**config.mk**
```make
export PLATFORM = sky130hd
export DESIGN_NAME = imem_loader_flat
export DESIGN_NICKNAME = d
export VERILOG_FILES = /design/src/rtl/imem_loader_pkg.sv /design/src/rtl/imem_loader_if.sv /design/src/rtl/imem_loader_uart_rx.sv /design/src/rtl/imem_loader.sv /design/src/flat_wrapper.sv
export SDC_FILE = /design/constraint.sdc
export NUM_CORES = 1
export LEC_CHECK = 0
export CAP_MARGIN = 20
export CORE_ASPECT_RATIO = 0.6
export CORE_MARGIN = 3
export CORE_UTILIZATION = 40
export DETAILED_ROUTE_END_ITERATION = 8
export DONT_BUFFER_PORTS = 1
export MAX_ROUTING_LAYER = met4
export PLACE_DENSITY = 0.6
export SLEW_MARGIN = 20
export SYNTH_ARGS = -nofsm -noshare
export SYNTH_HDL_FRONTEND = slang
export SYNTH_SLANG_ARGS = --single-unit
```
**constraint.sdc**
```tcl
create_clock -name clk -period 11.35 [get_ports clk]
set_input_delay 2.27 -clock clk [delete_from_list [all_inputs] [get_ports clk]]
set_output_delay 2.27 -clock clk [all_outputs]
set_load 0.05 [all_outputs]
```
**src/rtl/imem_loader_pkg.sv**
```systemverilog
// Shared types and constants for the UART program loader.
// Latency: n/a (types only).
// Backpressure: n/a.
// Contents: loader frame-state enum, UART bit-state enum, frame header byte.
package imem_loader_pkg;

    typedef enum logic [2:0] {
        LD_IDLE,
        LD_CNT_LO,
        LD_CNT_HI,
        LD_DATA,
        LD_CHECK,
        LD_DONE,
        LD_ERROR
    } ld_state_t;

    typedef enum logic [1:0] {
        RX_IDLE,
        RX_START,
        RX_DATA,
        RX_STOP
    } rx_state_t;

    localparam logic [7:0] HDR_BYTE = 8'hA5;

endpackage

```
**src/rtl/imem_loader_if.sv**
```systemverilog
// Instruction-memory write port plus loader status, bundled for the loader top.
// Latency: n/a (wires only).
// Backpressure: none; the memory accepts a write on every imem_we strobe.
// Ports: imem_we/imem_waddr/imem_wdata (write port), core_hold, load_done,
//        load_error, words_loaded (status). master = loader, slave = consumer.
interface imem_loader_if;
    logic        imem_we;
    logic [31:0] imem_waddr;
    logic [31:0] imem_wdata;
    logic        core_hold;
    logic        load_done;
    logic        load_error;
    logic [15:0] words_loaded;

    modport master (
        output imem_we, imem_waddr, imem_wdata,
        output core_hold, load_done, load_error, words_loaded
    );

    modport slave (
        input imem_we, imem_waddr, imem_wdata,
        input core_hold, load_done, load_error, words_loaded
    );
endinterface

```
**src/rtl/imem_loader_uart_rx.sv**
```systemverilog
// 8N1 UART receiver with 2-FF input synchronizer and mid-bit sampling.
// Latency: rx_valid/rx_ferr pulse one cycle after the stop-bit centre sample.
// Backpressure: none; each received byte is presented for exactly one cycle.
// Ports: clk, reset (async, active-high), rx (serial in), rx_valid/rx_data
//        (good byte), rx_ferr (stop bit sampled low, byte discarded).
module uart_rx
    import imem_loader_pkg::*;
#(
    parameter int CLKS_PER_BIT = 868
) (
    input  logic       clk,
    input  logic       reset,
    input  logic       rx,
    output logic       rx_valid,
    output logic [7:0] rx_data,
    output logic       rx_ferr
);

    localparam int CW = $clog2(CLKS_PER_BIT);

    logic            rx_s1, rx_s2, rx_q;
    rx_state_t       st_q, st_d;
    logic [CW-1:0]   cnt_q, cnt_d;
    logic [2:0]      bit_q, bit_d;
    logic [7:0]      sh_q, sh_d;
    logic            vld_d, ferr_d;

    always_ff @(posedge clk or posedge reset) begin
        if (reset) begin
            rx_s1    <= 1'b1;
            rx_s2    <= 1'b1;
            rx_q     <= 1'b1;
            st_q     <= RX_IDLE;
            cnt_q    <= '0;
            bit_q    <= '0;
            sh_q     <= '0;
            rx_valid <= 1'b0;
            rx_ferr  <= 1'b0;
        end else begin
            rx_s1    <= rx;
            rx_s2    <= rx_s1;
            rx_q     <= rx_s2;
            st_q     <= st_d;
            cnt_q    <= cnt_d;
            bit_q    <= bit_d;
            sh_q     <= sh_d;
            rx_valid <= vld_d;
            rx_ferr  <= ferr_d;
        end
    end

    assign rx_data = sh_q;

    always_comb begin
        st_d   = st_q;
        cnt_d  = cnt_q;
        bit_d  = bit_q;
        sh_d   = sh_q;
        vld_d  = 1'b0;
        ferr_d = 1'b0;
        case (st_q)
            RX_IDLE: begin
                if (rx_q && !rx_s2) begin
                    st_d  = RX_START;
                    cnt_d = '0;
                end
            end
            RX_START: begin
                // A glitch shorter than half a bit falls back to idle.
                if (cnt_q == CW'(CLKS_PER_BIT / 2 - 1)) begin
                    cnt_d = '0;
                    bit_d = '0;
                    st_d  = rx_s2 ? RX_IDLE : RX_DATA;
                end else begin
                    cnt_d = cnt_q + 1'b1;
                end
            end
            RX_DATA: begin
                if (cnt_q == CW'(CLKS_PER_BIT - 1)) begin
                    cnt_d = '0;
                    sh_d  = {rx_s2, sh_q[7:1]};
                    bit_d = bit_q + 1'b1;
                    if (bit_q == 3'd7) st_d = RX_STOP;
                end else begin
                    cnt_d = cnt_q + 1'b1;
                end
            end
            RX_STOP: begin
                if (cnt_q == CW'(CLKS_PER_BIT - 1)) begin
                    cnt_d  = '0;
                    st_d   = RX_IDLE;
                    vld_d  = rx_s2;
                    ferr_d = !rx_s2;
                end else begin
                    cnt_d = cnt_q + 1'b1;
                end
            end
            default: st_d = RX_IDLE;
        endcase
    end

endmodule

```
**src/rtl/imem_loader.sv**
```systemverilog
// Frame parser that writes a UART-delivered program image into instruction memory.
// Latency: imem_we one cycle after the 4th byte of each word; status one cycle after the deciding byte.
// Backpressure: none; bytes arrive at line rate and every word is written immediately.
// Ports: clk, reset (async, active-high), rx (serial in), bus (imem_loader_if.master:
//        write port and core_hold/load_done/load_error/words_loaded status).
module imem_loader
    import imem_loader_pkg::*;
#(
    parameter int CLKS_PER_BIT = 868,
    parameter int IMEM_DEPTH   = 256
) (
    input  logic           clk,
    input  logic           reset,
    input  logic           rx,
    imem_loader_if.master  bus
);

    localparam int WIDX_W = $clog2(IMEM_DEPTH) + 1;

    logic       rx_valid, rx_ferr;
    logic [7:0] rx_data;

    uart_rx #(.CLKS_PER_BIT(CLKS_PER_BIT)) u_rx (
        .clk      (clk),
        .reset    (reset),
        .rx       (rx),
        .rx_valid (rx_valid),
        .rx_data  (rx_data),
        .rx_ferr  (rx_ferr)
    );

    ld_state_t         state_q, state_d;
    logic [15:0]       count_q;
    logic [23:0]       asm_q;
    logic [1:0]        byte_idx_q;
    logic [WIDX_W-1:0] word_idx_q;
    logic [7:0]        xor_q;
    logic              we_q, hold_q, done_q, err_q;
    logic [31:0]       waddr_q, wdata_q;
    logic [15:0]       words_q;
    logic              last_word;

    assign last_word = (byte_idx_q == 2'd3) &&
                       ((16'(word_idx_q) + 16'd1) == count_q);

    always_comb begin
        state_d = state_q;
        if (rx_ferr && (state_q inside {LD_CNT_LO, LD_CNT_HI, LD_DATA, LD_CHECK})) begin
            state_d = LD_ERROR;
        end else if (rx_valid) begin
            case (state_q)
                LD_IDLE, LD_DONE, LD_ERROR:
                    if (rx_data == HDR_BYTE) state_d = LD_CNT_LO;
                LD_CNT_LO: state_d = LD_CNT_HI;
                LD_CNT_HI: begin
                    if ({rx_data, count_q[7:0]} > 16'(IMEM_DEPTH)) state_d = LD_ERROR;
                    else if ({rx_data, count_q[7:0]} == 16'd0)    state_d = LD_CHECK;
                    else                                           state_d = LD_DATA;
                end
                LD_DATA:  if (last_word) state_d = LD_CHECK;
                LD_CHECK: state_d = (rx_data == xor_q) ? LD_DONE : LD_ERROR;
                default:  state_d = LD_IDLE;
            endcase
        end
    end

    always_ff @(posedge clk or posedge reset) begin
        if (reset) begin
            state_q    <= LD_IDLE;
            count_q    <= '0;
            asm_q      <= '0;
            byte_idx_q <= '0;
            word_idx_q <= '0;
            xor_q      <= '0;
            we_q       <= 1'b0;
            waddr_q    <= '0;
            wdata_q    <= '0;
            hold_q     <= 1'b1;
            done_q     <= 1'b0;
            err_q      <= 1'b0;
            words_q    <= '0;
        end else begin
            state_q <= state_d;
            we_q    <= 1'b0;

            // A new header restarts everything, whatever the previous outcome.
            if (state_d == LD_CNT_LO && state_q != LD_CNT_LO) begin
                done_q     <= 1'b0;
                err_q      <= 1'b0;
                words_q    <= '0;
                word_idx_q <= '0;
                byte_idx_q <= '0;
                xor_q      <= '0;
                hold_q     <= 1'b1;
            end

            if (rx_valid) begin
                case (state_q)
                    LD_CNT_LO: count_q[7:0]  <= rx_data;
                    LD_CNT_HI: count_q[15:8] <= rx_data;
                    LD_DATA: begin
                        xor_q      <= xor_q ^ rx_data;
                        byte_idx_q <= byte_idx_q + 1'b1;
                        case (byte_idx_q)
                            2'd0: asm_q[7:0]   <= rx_data;
                            2'd1: asm_q[15:8]  <= rx_data;
                            2'd2: asm_q[23:16] <= rx_data;
                            default: begin
                                // 4th byte goes straight to the write port.
                                we_q       <= 1'b1;
                                wdata_q    <= {rx_data, asm_q};
                                waddr_q    <= {{(32-WIDX_W-2){1'b0}}, word_idx_q, 2'b00};
                                word_idx_q <= word_idx_q + 1'b1;
                                words_q    <= words_q + 16'd1;
                            end
                        endcase
                    end
                    default: ;
                endcase
            end

            if (state_d == LD_DONE && state_q != LD_DONE) begin
                done_q <= 1'b1;
                hold_q <= 1'b0;
            end
            if (state_d == LD_ERROR && state_q != LD_ERROR) begin
                err_q  <= 1'b1;
                hold_q <= 1'b1;
            end
        end
    end

    assign bus.imem_we      = we_q;
    assign bus.imem_waddr   = waddr_q;
    assign bus.imem_wdata   = wdata_q;
    assign bus.core_hold    = hold_q;
    assign bus.load_done    = done_q;
    assign bus.load_error   = err_q;
    assign bus.words_loaded = words_q;

endmodule

```
**src/flat_wrapper.sv**
```systemverilog
// flat-port wrapper written by rule: the top's interface ports become plain ports
module imem_loader_flat import imem_loader_pkg::*;
#(
    parameter int CLKS_PER_BIT = 868,
    parameter int IMEM_DEPTH   = 256
)
  (clk, reset, rx, bus_imem_we, bus_imem_waddr, bus_imem_wdata, bus_core_hold, bus_load_done, bus_load_error, bus_words_loaded);
  imem_loader_if bus_i ();
  input  logic clk;
  input  logic reset;
  input  logic rx;
  output wire logic [$bits(bus_i.imem_we)-1:0] bus_imem_we;
  output wire logic [$bits(bus_i.imem_waddr)-1:0] bus_imem_waddr;
  output wire logic [$bits(bus_i.imem_wdata)-1:0] bus_imem_wdata;
  output wire logic [$bits(bus_i.core_hold)-1:0] bus_core_hold;
  output wire logic [$bits(bus_i.load_done)-1:0] bus_load_done;
  output wire logic [$bits(bus_i.load_error)-1:0] bus_load_error;
  output wire logic [$bits(bus_i.words_loaded)-1:0] bus_words_loaded;
  assign bus_imem_we = bus_i.imem_we;
  assign bus_imem_waddr = bus_i.imem_waddr;
  assign bus_imem_wdata = bus_i.imem_wdata;
  assign bus_core_hold = bus_i.core_hold;
  assign bus_load_done = bus_i.load_done;
  assign bus_load_error = bus_i.load_error;
  assign bus_words_loaded = bus_i.words_loaded;
  imem_loader #(.CLKS_PER_BIT(CLKS_PER_BIT), .IMEM_DEPTH(IMEM_DEPTH)) u_core (.clk(clk), .reset(reset), .rx(rx), .bus(bus_i));
endmodule
```
Word level (Yosys, flattened, before mapping)
Index checks and enable logic that the tools add are counted.

Output and inout bits: 84. Register bits: 151. Bits of input ports: 3. Word-level logic and storage cells: 140.

Muxes and demuxes: 49. Magnitude comparators: 1. Add/sub/neg operators: 6. Eq/ne operators: 29. Reduce and logical (&&, ||, !) cells: 28. Bitwise operators: 2.

Operators with widths (number): 16-bit two-way mux (4); 9-bit two-way mux (4); 10-bit two-way mux (3); 10-bit case mux with 3 select lines (1); 3-bit two-way mux (8); 8-bit two-way mux (3); 2-bit two-way mux (10); 3-bit == test (second input constant) (6); 16-bit by 1-bit adder with 16-bit output (second input constant) (1); 16-bit == test (1); 16-bit by 9-bit greater-than comparator with 1-bit output (second input constant) (1); 16-bit logical NOT (1); 3-bit case mux with 5 select lines (1); 3-bit AND reduction (5); 1-bit two-way mux (13); 10-bit by 1-bit adder with 10-bit output (second input constant) (1); 9-bit by 1-bit adder with 10-bit output (second input constant) (1); 10-bit == test (second input constant) (1); 10-bit by 9-bit == test with 1-bit output (second input constant) (1); 2-bit != test (second input constant) (5); 9-bit by 1-bit adder with 9-bit output (second input constant) (1); 2-bit == test (second input constant) (4); 8-bit == test (1); 8-bit == test (second input constant) (1); other kinds (22) (37).

Depth between registers and ports, before layout
Word-level depth: 13. Mapped depth: 12. Depth with buffers taken out: 9.

Hierarchy
From an unflattened synthesis, not the netlist that was laid out.

Cell total of the unflattened synthesis: 788. Area total of the unflattened synthesis: 7596.0 µm².

By module, submodules not included: imem_loader (times used 1, area each 6211.0 µm², cells an instance 664, seq. area each 3079.2 µm²); uart_rx (times used 1, area each 1385.1 µm², cells an instance 124, seq. area each 704.4 µm²).

Least setup slack after synthesis
Ideal clock, no wire load.

Path type: reg2out. Start point: reg u_core.hold_q (netlist: u_core.bus.core_hold). End point: out bus_core_hold. Data required time: 9080 ps. Arrival time: 664 ps. Stages on the path, launching flop included: 1. Buffers on the path: 0. Path slack: 8416 ps. Path through: dfstp_2.

RTL lines: from (decl) (RTL line imem_loader.sv:38) `logic we_q, hold_q, done_q, err_q;`; from (signal assigned) (RTL line imem_loader.sv:78) `hold_q <= 1'b1;`; from (signal assigned) (RTL line imem_loader.sv:94) `hold_q <= 1'b1;`; from (signal assigned) (RTL line imem_loader.sv:124) `hold_q <= 1'b0;`; to (decl) (RTL line flat_wrapper.sv:15) `output wire logic [$bits(bus_i.core_hold)-1:0] bus_core_hold;`.

No word-level cell between the ends.

Worst setup path in the final report
Start point: reg u_core.word_idx_q[0]. End point: reg u_core.words_q[14] (netlist: u_core.bus.words_loaded[14]).

Word-level cells in the longest chain between the ends: 13.

Ends and longest elaborated chain: from (decl) (RTL line imem_loader.sv:36) `logic [WIDX_W-1:0] word_idx_q;`; from (signal assigned) (RTL line imem_loader.sv:113) `word_idx_q <= word_idx_q + 1'b1;`; 9-bit by 1-bit adder with 10-bit output * (RTL line imem_loader.sv:44) `((16'(word_idx_q) + 16'd1) == count_q);`; 16-bit == test * (RTL line imem_loader.sv:44); 1-bit logical AND * (RTL line imem_loader.sv:43) `assign last_word = (byte_idx_q == 2'd3) &&`; 3-bit two-way mux * (RTL line imem_loader.sv:60) `LD_DATA: if (last_word) state_d = LD_CHECK;`; 3-bit case mux with 5 select lines * (RTL line imem_loader.sv:51) `case (state_q)`; 3-bit two-way mux * (RTL line imem_loader.sv:50) `end else if (rx_valid) begin`; 3-bit two-way mux * (RTL line imem_loader.sv:48) `if (rx_ferr && (state_q inside {LD_CNT_LO, LD_CNT_HI, LD_DATA, LD_CHECK})) begin`; 3-bit by 1-bit == test with 1-bit output * (RTL line imem_loader.sv:87) `if (state_d == LD_CNT_LO && state_q != LD_CNT_LO) begin`; 1-bit logical AND * (RTL line imem_loader.sv:87); 16-bit two-way mux * (RTL line imem_loader.sv:87); 16-bit two-way mux (RTL line imem_loader.sv:104) `case (byte_idx_q)`; 16-bit two-way mux (RTL line imem_loader.sv:98) `case (state_q)`; 16-bit two-way mux * (RTL line imem_loader.sv:97) `if (rx_valid) begin`; to (signal assigned) (RTL line imem_loader.sv:114) `words_q <= words_q + 16'd1;`; to (decl) (RTL line imem_loader.sv:40) `logic [15:0] words_q;`.

Mark *: on every way between the ends. The rest lies on a longest branch, timed or not. A chain may end at the register's enable or synchronous reset.

==> impl_results.md <==
- Cell accounting for the most synthesized area: dfrtp_1
- Crit path launch type: register
- Worst skew pair latency: approximately 0.42 ns
- Fillers: roughly 1600
- # clock sinks: between 150 and 200
- Status: finished clean
- Sum Neg Setup Slack: 0 ns
- Core area: 17500 um2
- Maximum vdd drop: between 0.1 and 0.15 mV
- Relative slew margins: 38.5%
- Layout cells sized above 1: 13.0%
- Mapped Cells: about 750
- Vias in the first global route: around 5200
- First-pass GRT wire length: 27500 um
- Die height: 111 um
- Fin worst setup slack: about 7.4 ns
- Number of setup buffers added after CTS: 0
- Core Rows: 37
- Area grow syn2layout: 8.50%
- Root buffer cell: clkbuf_16
- Commonest non-fill, non-tap cell in the layout: nand2_1
- Dpl hpwl: ~11000 um
- Worst Path Required: roughly 12 ns
- Avg Cell Area, Syn: ~9.8 um2
- Static leakage: between 0.003 and 0.004 uW
- Synth unique cells: 61
- Final Wtd Congestion: roughly 0.92
- Drt total wl: ~16000 um
- Sequential area share after synthesis: between 50 and 60%
- Top-area cell type share of the netlist area: 50.4%
- Vias: ~5300
- HP Class: reg2reg
- Crit path arrival time: around 4.2 ns
- CP startpoint: u_core.word_idx_q[0]
- ANT cells: 0
- Final Hold Fails: 0
- Crit path time final: ~4 ns
- CTS Buf Count: 17
- H-tree levels: 4
- Post-DP Area: approximately 7400 um2
- Top post-synthesis cells by area: dfrtp_1 (50%), nand2_1 (7.9%), mux2_2 (7.1%)
- Initial Util: 41.7%
- # port buffers: 0
- Period utilization: 34.7%
- Synth Warn #: 0
- Met2 usage: roughly 25%
- Drt wl/cell: approximately 17 um
- Clock Path Buffers: 2
- CP Class: reg2reg
- Post-place setup slack: 7.56 ns
- CTS tree: done
- Initial DRC Count: between 400 and 500
- GR Layer Usage met3: around 4.3%
- Worst clock skew: 0.0165 ns
- FFs w/ async S/R, synth: between 90% and 100%
- Hold wc startpoint: u_core.u_rx.rx_s1
- Slew @ Worst Pin: 0.923 ns
- Global routing's busiest layer: met2
- Area of the multi-input gates: 3170 um2
- Max Clk Rate: ~0.25 GHz
- #FFs+latches synth: 151
- GRT met1 Usage: between 20% and 30%
- Hold-fix buffers, CTS: 0
- GRT Util Overall: 17.1%
- Grt ovf: 0
- 1st-pass router iterations: 4
- Die Footprint: roughly 20000 um2
- Maxcap violations: 0
- Pwr dens: ~150 nW/um2
- Setup crit end kind: register
- Final setup viols: 0
- Gates resized, CTS repair: 0
- Post-synth EDFFs: 0
- Synth Flop Type: dfrtp_1
- Post-route cell area: 7920 um2
- RSZ-0062 raised after global routing: false
- ANT nets after route: 0
- DR vias/cell: around 5.4
- Origin of the critical flop-to-flop path: u_core.word_idx_q[0]
- CTS clock-pin slew for the worst setup and hold paths: roughly 0.060 ns
- Most frequent cells in the layout: nand2_1 (152), dfrtp_1 (147), mux2_2 (46)
- Largest net degree at the start of global routing: 85
- Register area: ~3800 um2
- Top Ports: between 80 and 90
- Post-layout nets: approximately 740
- Syn Std Cell Area: approximately 7300 um2
- Initial antenna violation count: 0
- Die W: approximately 180 um
- Residual DRC count: 0
- Max-slew violation count: 0
- CP max FO: 20
## worst max-delay path, cell delays in order (launching register included)
cell,delay [ns]
dfrtp_1,0.51
ha_1,0.39
a21o_1,0.21
a41oi_1,0.27
a31oi_1,0.10
a2111oi_2,0.41
a21boi_1,0.14
or4_1,0.72
o21ai_2,0.80
a31oi_1,0.19
## report_power, final
part / total, uW / leakage (uW) / switching (uW) / internal [uW]
Clock: 540 / 0.000279 / 242 / 298
Combinational: 63.5 / 0.00156 / 46.7 / 16.8
Sequential: 563 / 0.00208 / 14.1 / 549
Total: 1170 / 0.00392 / 303 / 864
## kinds of logic (layout without fill, tap and decap cells)
logic type | after synthesis | in the layout | share of synthesized area [%]
AOI/OAI and AO/OA | 129 | 129 | 10.9
xor gates and xnor gates | 23 | 23 | 2.76
adders and majority gates | 11 | 11 | 1.85
buffers and inverters | 88 | 58 | 6.00
DFF | 151 | 151 | 51.8
muxes | 50 | 50 | 7.64
other | 1 | 23 | 0.0514
and+or+nand+nor | 294 | 294 | 19.0
## cell type report
class | instances | area share [%]
Clock buffer | 19 | 5.72
Clock inverter | 13 | 1.39
Inverter | 23 | 1.15
Multi-Input combinational cell | 530 | 40.0
Sequential cell | 151 | 47.8
Tap cell | 234 | 3.70
Timing Repair Buffer | 3 | 0.284
## flip-flops by register name, indices dropped and copies added, names as in the netlist, 2 cells and up, named ones only
register	count
u_core.bus.words_loaded	16
u_core.xor_q	8
u_core.u_rx.rx_data	8
u_core.bus.imem_waddr	9
u_core.byte_idx_q	2
u_core.u_rx.cnt_q	10
u_core.count_q	16
u_core.u_rx.bit_q	3
u_core.bus.imem_wdata	32
u_core.word_idx_q	9
u_core.state_q	3
u_core.asm_q	24
## through the flow
| step | std cells | hold WS [ns] | power (uW) | util, % |
|---|---|---|---|---|
| after floorplan | 769 | 0.345 | 628 | - |
| after global placement | 941 | 0.347 | 633 | 42.0 |
| after detailed placement | 941 | 0.348 | 637 | 42.0 |
| after CTS | 973 | 0.357 | 1180 | 45.2 |
| after global routing | 973 | 0.361 | 1210 | 45.3 |
| final | 973 | 0.357 | 1170 | 45.3 |
## layer usage
metal / routed length [um] / vias to the layer above / part of all wire [%]
met4: 190 / 0 / 1.2
li1: - / 2483 / -
met2: 7190 / 147 / 44
met1: 8060 / 2616 / 49
met3: 850 / 20 / 5.2
met5: 0 / - / 0
## synthesized netlist by cell type, types with 10 or more instances
library cell / count
nand2_1: 153
dfrtp_1: 147
mux2_2: 46
o21ai_0: 38
nor2_1: 37
a21oi_1: 36
clkbuf_1: 30
buf_4: 26
and3_1: 25
inv_1: 23
nand3_1: 17
xnor2_1: 17
a31oi_1: 13
nand4_1: 11
ha_1: 10
o21a_1: 10
## path summary, 6_finish.rpt
check	end	slack, ns	depth (start not counted)
min	u_core.u_rx.rx_s2	0.36	0
max in group asynchronous	u_core.bus.imem_we	8.15	2
max	u_core.bus.words_loaded[14]	7.42	9
min in group asynchronous	u_core.u_rx.cnt_q[1]	1.86	1
min reg2reg	u_core.u_rx.rx_s2	0.36	0
max reg2reg	u_core.bus.words_loaded[14]	7.42	9
Power figures use the tool's default switching activity.
